===== config.mk =====
export PLATFORM = sky130hd
export DESIGN_NAME = level_read_arbiter_flat
export DESIGN_NICKNAME = d
export VERILOG_FILES = /design/src/rtl/level_read_arbiter_if.sv /design/src/rtl/level_read_arbiter.sv /design/src/flat_wrapper.sv
export SDC_FILE = /design/constraint.sdc
export NUM_CORES = 1
export LEC_CHECK = 0
export ABC_AREA = 1
export CORE_AREA = 4 4 71 73
export CTS_CLUSTER_SIZE = 12
export DETAILED_ROUTE_END_ITERATION = 10
export DIE_AREA = 0 0 75 77
export PLACE_DENSITY = 0.8
export SKIP_CTS_REPAIR_TIMING = 1
export SLEW_MARGIN = 10
export SYNTH_ARGS = -nofsm -noshare
export SYNTH_HDL_FRONTEND = slang
export SYNTH_SLANG_ARGS = --single-unit

===== constraint.sdc =====
create_clock -name clk -period 2.8 [get_ports clk]
set_input_delay 0.56 -clock clk [delete_from_list [all_inputs] [get_ports clk]]
set_output_delay 0.56 -clock clk [all_outputs]
set_load 0.005 [all_outputs]

===== src/rtl/level_read_arbiter_if.sv =====
// rtl/level_read_arbiter_if.sv - display/collision/level-memory bus bundle for level_read_arbiter
//
// Groups the three buses around the level map arbiter:
//   display side   : disp_req, disp_x, disp_y -> disp_valid, disp_data, disp_miss
//   collision side : col_req, col_x, col_y    -> col_ack, col_valid, col_data
//   memory side    : mem_en, mem_x, mem_y     <- mem_data (one cycle after mem_en)
// The slave modport is the arbiter's view; master is the view of its surroundings.
interface level_read_arbiter_if;
    logic       disp_req;
    logic [9:0] disp_x;
    logic [9:0] disp_y;
    logic       disp_valid;
    logic       disp_data;
    logic       disp_miss;

    logic       col_req;
    logic [9:0] col_x;
    logic [9:0] col_y;
    logic       col_ack;
    logic       col_valid;
    logic       col_data;

    logic       mem_en;
    logic [9:0] mem_x;
    logic [9:0] mem_y;
    logic       mem_data;

    modport slave (
        input  disp_req, disp_x, disp_y,
        output disp_valid, disp_data, disp_miss,
        input  col_req, col_x, col_y,
        output col_ack, col_valid, col_data,
        output mem_en, mem_x, mem_y,
        input  mem_data
    );

    modport master (
        output disp_req, disp_x, disp_y,
        input  disp_valid, disp_data, disp_miss,
        output col_req, col_x, col_y,
        input  col_ack, col_valid, col_data,
        input  mem_en, mem_x, mem_y,
        output mem_data
    );
endinterface


===== src/rtl/level_read_arbiter.sv =====
// rtl/level_read_arbiter.sv - shares one synchronous-read level map between display and collision readers
//
// Ports:
//   clk    system clock
//   reset  asynchronous, active-high reset
//   bus    level_read_arbiter_if.slave: display request/response, collision
//          request/ack/response, level memory read port
// Display wins every contested cycle except when the collision side has been
// denied STARVE_LIMIT consecutive cycles; then one display slot is stolen and
// the dropped pixel is recorded in the sticky disp_miss flag.
// Read latency is fixed at two clocks from the granting edge to the valid pulse.
module level_read_arbiter #(
    parameter int STARVE_LIMIT = 8,
    parameter int CNT_W        = 4
) (
    input logic                 clk,
    input logic                 reset,
    level_read_arbiter_if.slave bus
);

    typedef enum logic {
        C_IDLE,
        C_WAIT
    } col_state_t;

    localparam logic [CNT_W-1:0] LIMIT    = CNT_W'(STARVE_LIMIT);
    localparam logic [CNT_W-1:0] CNT_MAX  = '1;
    localparam bit               STEAL_EN = (STARVE_LIMIT != 0);

    col_state_t       state_q, state_d;
    logic [CNT_W-1:0] cnt_q, cnt_d;
    logic             mem_en_q, mem_en_d;
    logic [9:0]       mem_x_q, mem_x_d;
    logic [9:0]       mem_y_q, mem_y_d;
    logic             tag1_col_q, tag1_col_d;   // read issued this cycle belongs to collision
    logic             rd_v2_q, rd_v2_d;         // a read's data is on mem_data this cycle
    logic             tag2_col_q, tag2_col_d;
    logic             disp_valid_q, disp_valid_d;
    logic             disp_data_q, disp_data_d;
    logic             col_valid_q, col_valid_d;
    logic             col_data_q, col_data_d;
    logic             col_ack_q, col_ack_d;
    logic             disp_miss_q, disp_miss_d;

    logic col_elig;
    logic steal;
    logic grant_disp;
    logic grant_col;

    always_comb begin
        col_elig   = bus.col_req && (state_q == C_IDLE);
        steal      = col_elig && STEAL_EN && (cnt_q == LIMIT);
        grant_disp = bus.disp_req && !steal;
        grant_col  = col_elig && !grant_disp;

        state_d      = state_q;
        cnt_d        = cnt_q;
        mem_x_d      = mem_x_q;
        mem_y_d      = mem_y_q;
        disp_data_d  = disp_data_q;
        col_data_d   = col_data_q;

        // Stage 0: issue the granted read.
        mem_en_d   = grant_disp || grant_col;
        tag1_col_d = grant_col;
        col_ack_d  = grant_col;
        if (grant_disp) begin
            mem_x_d = bus.disp_x;
            mem_y_d = bus.disp_y;
        end else if (grant_col) begin
            mem_x_d = bus.col_x;
            mem_y_d = bus.col_y;
        end

        // Stage 1: memory is answering; carry the tag alongside.
        rd_v2_d    = mem_en_q;
        tag2_col_d = tag1_col_q;

        // Stage 2: capture the answer and steer it to its owner.
        disp_valid_d = rd_v2_q && !tag2_col_q;
        col_valid_d  = rd_v2_q && tag2_col_q;
        if (disp_valid_d) disp_data_d = bus.mem_data;
        if (col_valid_d)  col_data_d  = bus.mem_data;

        // Counts consecutive denied eligible cycles; any break in eligibility restarts it.
        if (!col_elig || grant_col) begin
            cnt_d = '0;
        end else if (cnt_q != CNT_MAX) begin
            cnt_d = cnt_q + 1'b1;
        end

        disp_miss_d = disp_miss_q || (bus.disp_req && steal);

        // One collision read outstanding at a time.
        case (state_q)
            C_IDLE:  if (grant_col)   state_d = C_WAIT;
            C_WAIT:  if (col_valid_d) state_d = C_IDLE;
            default: state_d = C_IDLE;
        endcase
    end

    always_ff @(posedge clk or posedge reset) begin
        if (reset) begin
            state_q      <= C_IDLE;
            cnt_q        <= '0;
            mem_en_q     <= 1'b0;
            mem_x_q      <= '0;
            mem_y_q      <= '0;
            tag1_col_q   <= 1'b0;
            rd_v2_q      <= 1'b0;
            tag2_col_q   <= 1'b0;
            disp_valid_q <= 1'b0;
            disp_data_q  <= 1'b0;
            col_valid_q  <= 1'b0;
            col_data_q   <= 1'b0;
            col_ack_q    <= 1'b0;
            disp_miss_q  <= 1'b0;
        end else begin
            state_q      <= state_d;
            cnt_q        <= cnt_d;
            mem_en_q     <= mem_en_d;
            mem_x_q      <= mem_x_d;
            mem_y_q      <= mem_y_d;
            tag1_col_q   <= tag1_col_d;
            rd_v2_q      <= rd_v2_d;
            tag2_col_q   <= tag2_col_d;
            disp_valid_q <= disp_valid_d;
            disp_data_q  <= disp_data_d;
            col_valid_q  <= col_valid_d;
            col_data_q   <= col_data_d;
            col_ack_q    <= col_ack_d;
            disp_miss_q  <= disp_miss_d;
        end
    end

    assign bus.mem_en     = mem_en_q;
    assign bus.mem_x      = mem_x_q;
    assign bus.mem_y      = mem_y_q;
    assign bus.disp_valid = disp_valid_q;
    assign bus.disp_data  = disp_data_q;
    assign bus.disp_miss  = disp_miss_q;
    assign bus.col_ack    = col_ack_q;
    assign bus.col_valid  = col_valid_q;
    assign bus.col_data   = col_data_q;

endmodule

===== src/flat_wrapper.sv =====
// flat-port wrapper written by rule: the top's interface ports become plain ports
module level_read_arbiter_flat 
#(
    parameter int STARVE_LIMIT = 8,
    parameter int CNT_W        = 4
)
  (clk, reset, bus_disp_req, bus_disp_x, bus_disp_y, bus_disp_valid, bus_disp_data, bus_disp_miss, bus_col_req, bus_col_x, bus_col_y, bus_col_ack, bus_col_valid, bus_col_data, bus_mem_en, bus_mem_x, bus_mem_y, bus_mem_data);
  level_read_arbiter_if bus_i ();
  input logic clk;
  input logic reset;
  input wire logic [$bits(bus_i.disp_req)-1:0] bus_disp_req;
  input wire logic [$bits(bus_i.disp_x)-1:0] bus_disp_x;
  input wire logic [$bits(bus_i.disp_y)-1:0] bus_disp_y;
  output wire logic [$bits(bus_i.disp_valid)-1:0] bus_disp_valid;
  output wire logic [$bits(bus_i.disp_data)-1:0] bus_disp_data;
  output wire logic [$bits(bus_i.disp_miss)-1:0] bus_disp_miss;
  input wire logic [$bits(bus_i.col_req)-1:0] bus_col_req;
  input wire logic [$bits(bus_i.col_x)-1:0] bus_col_x;
  input wire logic [$bits(bus_i.col_y)-1:0] bus_col_y;
  output wire logic [$bits(bus_i.col_ack)-1:0] bus_col_ack;
  output wire logic [$bits(bus_i.col_valid)-1:0] bus_col_valid;
  output wire logic [$bits(bus_i.col_data)-1:0] bus_col_data;
  output wire logic [$bits(bus_i.mem_en)-1:0] bus_mem_en;
  output wire logic [$bits(bus_i.mem_x)-1:0] bus_mem_x;
  output wire logic [$bits(bus_i.mem_y)-1:0] bus_mem_y;
  input wire logic [$bits(bus_i.mem_data)-1:0] bus_mem_data;
  assign bus_i.disp_req = bus_disp_req;
  assign bus_i.disp_x = bus_disp_x;
  assign bus_i.disp_y = bus_disp_y;
  assign bus_disp_valid = bus_i.disp_valid;
  assign bus_disp_data = bus_i.disp_data;
  assign bus_disp_miss = bus_i.disp_miss;
  assign bus_i.col_req = bus_col_req;
  assign bus_i.col_x = bus_col_x;
  assign bus_i.col_y = bus_col_y;
  assign bus_col_ack = bus_i.col_ack;
  assign bus_col_valid = bus_i.col_valid;
  assign bus_col_data = bus_i.col_data;
  assign bus_mem_en = bus_i.mem_en;
  assign bus_mem_x = bus_i.mem_x;
  assign bus_mem_y = bus_i.mem_y;
  assign bus_i.mem_data = bus_mem_data;
  level_read_arbiter #(.STARVE_LIMIT(STARVE_LIMIT), .CNT_W(CNT_W)) u_core (.clk(clk), .reset(reset), .bus(bus_i));
endmodule

==> out/metrics.cfg, run 1 <==
[routing]
drc=0
viasPerCell=4.72
detail-route-antenna-nets=0
first_pass_iters=4
drtIter0Drc=93
vias=1379
wl_per_cell_um=13.8
routed_wl_um=4020

[sta]
final.setup_skew_ps=2.91
setup_viol=0
min_period_ps=1910
rsz0062_at_grt=false
fmax_mhz=524
slew_viol_final=0
worst_pin_slew_ps=624
fin_crit_sh=0.681
worst_slack_ps=892
max_slew_margin=0.583
setup-tns-final_ps=0
hold_viol_final=0

[die]
io_pins=72
initial_core_util=0.343
die_h_um=77
die_x_um=75
rows=24
die-area_mm2=0.00578
coreArea_mm2=0.00435

[final_layout]
nets=286
fillers=397
drive_above_1_share=0.0833
seqCellArea_um2=851
multiInputGateArea_um2=542
layout_commonest_cell=clkdlybuf4s50_1
synthToLayoutAreaGrowth_pct=58.3
mostFrequentLayoutCells=71 x clkdlybuf4s50_1, 44 x nand3_1, 42 x nand2_1
n_antenna_cell=0

[worst_setup_path]
crit_start=bus_disp_req
reg2reg_to=u_core.bus.mem_y[1]
r2r_start=u_core.cnt_q[0]
reg2reg_depth=6
cp_num_buf_inv=1
critPathKind=primary input to flip-flop
path_cells=clkdlybuf4s50_1, a21oi_4, nand2_1, nand3_1
startpoint_type=primary input
arrival_ps=2120
cp_slowest_stage_delay_ps=680
cp.required_ps=3020
path_max_fanout=22
r2r_slack_ps=1150
cp-end-kind=flip-flop
cp_slowest_cell=clkdlybuf4s50_1
endpoint=u_core.bus.mem_y[1]
cp.depth=4
cpLargestDelayFamily=buffers and inverters

[place]
dp_slack_ps=575
place_congestion=0.825
place.port_buffers=71
dpl.hpwl_um=2920

[clock_network]
cts-root-buf=clkbuf_8
htreeDepth=2
worstSkewPairLatency_ps=280
clk_pin_slew_ps=70
numCtsBuffers=5
clock-sinks=34
cts_tree=yes
cts.path.max_buffers=2

[synthesis]
synthCells=164
syn-cell-area_mm2=0.00149
synth.avg_cell_area_um2=9.10
syn_nets=211
ys_seq_area_frac=0.570
yosysUniqueCellTypes=20
synth_seq_cells=34
ys_warn_count=0

[outcome]
outcome=completed

[global_route]
grt_pass1_vias=1427
antenna_found_initial=0
grt_max_degree=35
grt.overflow.total=0
grt_pass1_wl_um=6340
grt_use_total=0.143

[hold_path]
hold_class=flip-flop to flip-flop

[pwr]
p_per_area_mw_per_mm2=620
peakVddDrop_mv=0.264
leakage_nw=1.05

[run]
maxCapViolations=0

## cells by family (layout without fill, tap and decap cells)
| kind of cell | Yosys count | in the layout | share of synthesized area |
|---|---|---|---|
| buffers and inverters | 21 | 97 | 0.0671 |
| xor gates and xnor gates | 2 | 2 | 0.0117 |
| AOI/OAI and AO/OA | 9 | 9 | 0.0436 |
| and+or+nand+nor | 96 | 96 | 0.291 |
| adders and majority gates | 2 | 2 | 0.0168 |
| DFF | 34 | 34 | 0.570 |
## synth_stat cells (all sizes together)
master / number / area share
nand2: 45 / 0.12
nand3: 45 / 0.15
dfrtp: 34 / 0.57
inv: 13 / 0.033
buf: 7 / 0.032
a21oi: 5 / 0.024
nor2: 5 / 0.014
ha: 2 / 0.017
o21bai: 2 / 0.010
a21o: 1 / 0.0059
clkbuf: 1 / 0.0025
nand4: 1 / 0.0042
o21ai: 1 / 0.0033
xnor2: 1 / 0.0059
xor2: 1 / 0.0059
## cell type report
| class | instances | area share |
|---|---|---|
| clock buffer | 5 | 0.0291 |
| sequential | 34 | 0.360 |
| inverter | 13 | 0.0206 |
| multi-input combinational | 109 | 0.229 |
| tap | 52 | 0.0275 |
| clock inverter | 3 | 0.0169 |
| timing repair buffer | 76 | 0.317 |
## worst min-delay path by stage
| stage | from | to | slack [ps] | cells past startpoint |
|---|---|---|---|---|
| 2_1_floorplan | u_core.bus.mem_en | u_core.rd_v2_q | 380 | 0 |
| 3_3_place_gp | u_core.bus.mem_en | u_core.rd_v2_q | 360 | 0 |
| 3_5_place_dp | u_core.bus.mem_en | u_core.rd_v2_q | 360 | 0 |
| 4_1_cts | u_core.bus.mem_en | u_core.rd_v2_q | 380 | 0 |
| 5_1_grt | u_core.bus.mem_en | u_core.rd_v2_q | 390 | 0 |
| 6_report | u_core.bus.mem_en | u_core.rd_v2_q | 380 | 0 |
## metrics by stage
step | instance area [um^2] | hold slack [ps] | util | power [W] | cells
3_3_place_gp | 2250 | 358 | 0.518 | 0.00103 | 284
2_1_floorplan | 1490 | 376 | - | 0.000785 | 164
5_1_grt | 2360 | 391 | 0.543 | 0.00156 | 292
6_report | 2360 | 377 | 0.543 | 0.00147 | 292
4_1_cts | 2360 | 384 | 0.543 | 0.00149 | 292
3_5_place_dp | 2250 | 364 | 0.518 | 0.00105 | 284
## report_power, final
| group | internal (W) | leakage [nW] | total (W) | switching (W) |
|---|---|---|---|---|
| Sequential | 0.000581 | 0.422 | 0.000629 | 0.0000479 |
| Combinational | 0.000243 | 0.575 | 0.000399 | 0.000156 |
| Clock | 0.000262 | 0.0579 | 0.000439 | 0.000177 |
| Total | 0.00109 | 1.05 | 0.00147 | 0.000381 |
## worst register-to-register path, cell delays in order, from the launching register on
cell and delay [ps]:
dfrtp_1 400, inv_1 100, ha_1 190, nand3_2 120
a21oi_4 540, nand2_1 130, nand3_1 110
## metal layers
layer	vias up	track usage	routed length [um]
li1	681	-	-
met1	629	0.168	1620
met2	65	0.247	1950
met3	4	0.0379	416
met4	0	0.0445	36
met5	-	0	0
Power figures use the tool's default switching activity.
==> inputs of run 2 (changes only) <==
==> constraint.sdc (replaced) <==
create_clock -name clk -period 1.9 [get_ports clk]
set_input_delay 0.38 -clock clk [delete_from_list [all_inputs] [get_ports clk]]
set_output_delay 0.38 -clock clk [all_outputs]
set_load 0.005 [all_outputs]
==> out/metrics.cfg, run 2 (synthesis gave the netlist of run 1 again) <==
[outcome]
outcome=completed

[pwr]
power.internal_w=0.00146  ; +35%
clockPowerShare=0.243  ; -0.056
swShare=0.268  ; +0.00773
p_per_area_mw_per_mm2=850  ; +37%
peakVddDrop_mv=0.444  ; +69%
p_switching_w=0.000534  ; +40%
pwr-share-seq=0.465  ; +0.036
p_comb_frac=0.293  ; +0.021
leakage_nw=1.05  ; -0.34%

[worst_setup_path]
cp_slowest_stage_delay_ps=510  ; -170 ps
startpoint_type=flip-flop
critPathKind=flip-flop to primary output
path_cells=clkdlybuf4s50_1
cp_slowest_cell=clkdlybuf4s50_1
cp.required_ps=1520  ; -1500 ps
path_max_fanout=2  ; -91%
cp-end-kind=primary output
cpLargestDelayFamily=buffers and inverters
arrival_ps=1160  ; -960 ps
cp_num_buf_inv=1  ; unchanged

[sta]
min_period_ps=1540
fmax_mhz=650
fin_crit_sh=0.810
max_slew_margin=0.712  ; +0.129
setup_viol=0  ; unchanged
worst_slack_ps=362  ; -530 ps
rsz0062_at_grt=false
worst_pin_slew_ps=432  ; -192 ps
setup-tns-final_ps=0  ; unchanged
final.setup_skew_ps=3.96  ; +1.04 ps
slew_viol_final=0  ; unchanged
hold_viol_final=0  ; unchanged

[place]
dpl.hpwl_um=2840  ; -2.6%
dp_cells=286  ; +0.70%
place.port_buffers=71  ; unchanged
place_congestion=0.741  ; -10%
dp_slack_ps=231  ; -343 ps
placed_cell_area_mm2=0.00227  ; +0.67%

[routing]
first_pass_iters=4  ; unchanged
drc=0  ; unchanged
viasPerCell=4.67  ; -1.1%
vias=1369  ; -0.73%
detail-route-antenna-nets=0  ; unchanged
routed_wl_um=3780  ; -5.9%
drtIter0Drc=58  ; -38%
wl_per_cell_um=12.9  ; -6.2%

[die]
rows=24  ; unchanged
die_h_um=77  ; unchanged
coreArea_mm2=0.00435  ; unchanged
die-area_mm2=0.00578  ; unchanged
initial_core_util=0.343  ; unchanged
die_x_um=75  ; unchanged
io_pins=72  ; unchanged

[run]
maxCapViolations=0  ; unchanged

[clock_network]
clk_pin_slew_ps=70  ; about the same
clock-sinks=34  ; unchanged
cts.path.max_buffers=2  ; unchanged
htreeDepth=2  ; unchanged
cts-root-buf=clkbuf_8
cts_tree=yes
worstSkewPairLatency_ps=280  ; about the same
numCtsBuffers=5  ; unchanged

[global_route]
grt_pass1_wl_um=6310  ; -0.55%
grt_pass1_vias=1470  ; +3.0%
antenna_found_initial=0  ; unchanged
grt_max_degree=35  ; unchanged
grt_use_total=0.140  ; -0.00234
grt.overflow.total=0  ; unchanged

[final_layout]
mostFrequentLayoutCells=71 x clkdlybuf4s50_1, 44 x nand3_1, 42 x nand2_1
final_area_mm2=0.00235  ; -0.64%
synthToLayoutAreaGrowth_pct=57.3
n_antenna_cell=0  ; unchanged
layout_commonest_cell=clkdlybuf4s50_1
drive_above_1_share=0.0871  ; +0.00380
nets=288  ; +0.70%
final_cells=293  ; +0.34%

[hold_path]
hold_class=flip-flop to flip-flop

==> run 2: power by group through the flow <==
stage | registers, W | logic [W] | clock network (W)
floorplan | 0.000945 | 0.000212 | 0
global placement | 0.000938 | 0.000586 | 0
detailed placement | 0.000942 | 0.000597 | 0
CTS | 0.000931 | 0.000598 | 0.000508
global route | 0.000945 | 0.000654 | 0.000548
finish | 0.000928 | 0.000585 | 0.000484
==> run 2: cell type report <==
| cell class | count | area, um^2 |
|---|---|---|
| clock buffer | 5 | 68.8 |
| clock inverter | 2 | 10.0 |
| fill | 409 | 2010 |
| inverter | 13 | 48.8 |
| multi-input combinational | 109 | 542 |
| sequential | 34 | 851 |
| tap | 52 | 65.1 |
| timing repair buffer | 78 | 763 |
==> run 2: final timing paths <==
path,cells past startpoint,slack [ps],start,end
worst max register to register,8,530,u_core.cnt_q[0],u_core.bus.mem_x[1]
worst min register to register,0,380,u_core.bus.mem_en,u_core.rd_v2_q
min in group asynchronous,3,530,reset,u_core.bus.mem_x[9]
max in group asynchronous,3,1060,reset,u_core.bus.mem_x[0]
worst max-delay path,1,360,u_core.tag1_col_q,bus_col_ack
worst min-delay path,0,380,u_core.bus.mem_en,u_core.rd_v2_q
==> run 2: metrics by stage <==
stage               total power [W]  hold slack (ps)   util
global route                0.00215              389  0.539
detailed placement          0.00154              368  0.521
finish                      0.00200              382  0.539
floorplan                   0.00116              376      -
CTS                         0.00204              383  0.539
global placement            0.00152              364  0.521
==> run 2: routing by layer <==
layer	wire length [um]	part of all wire	up-vias	global-route usage
met5	0	0	-	0
met2	1830	0.48	52	0.238
met1	1520	0.40	626	0.161
li1	-	-	686	-
met3	390	0.10	5	0.0497
met4	32	0.0085	0	0.0445
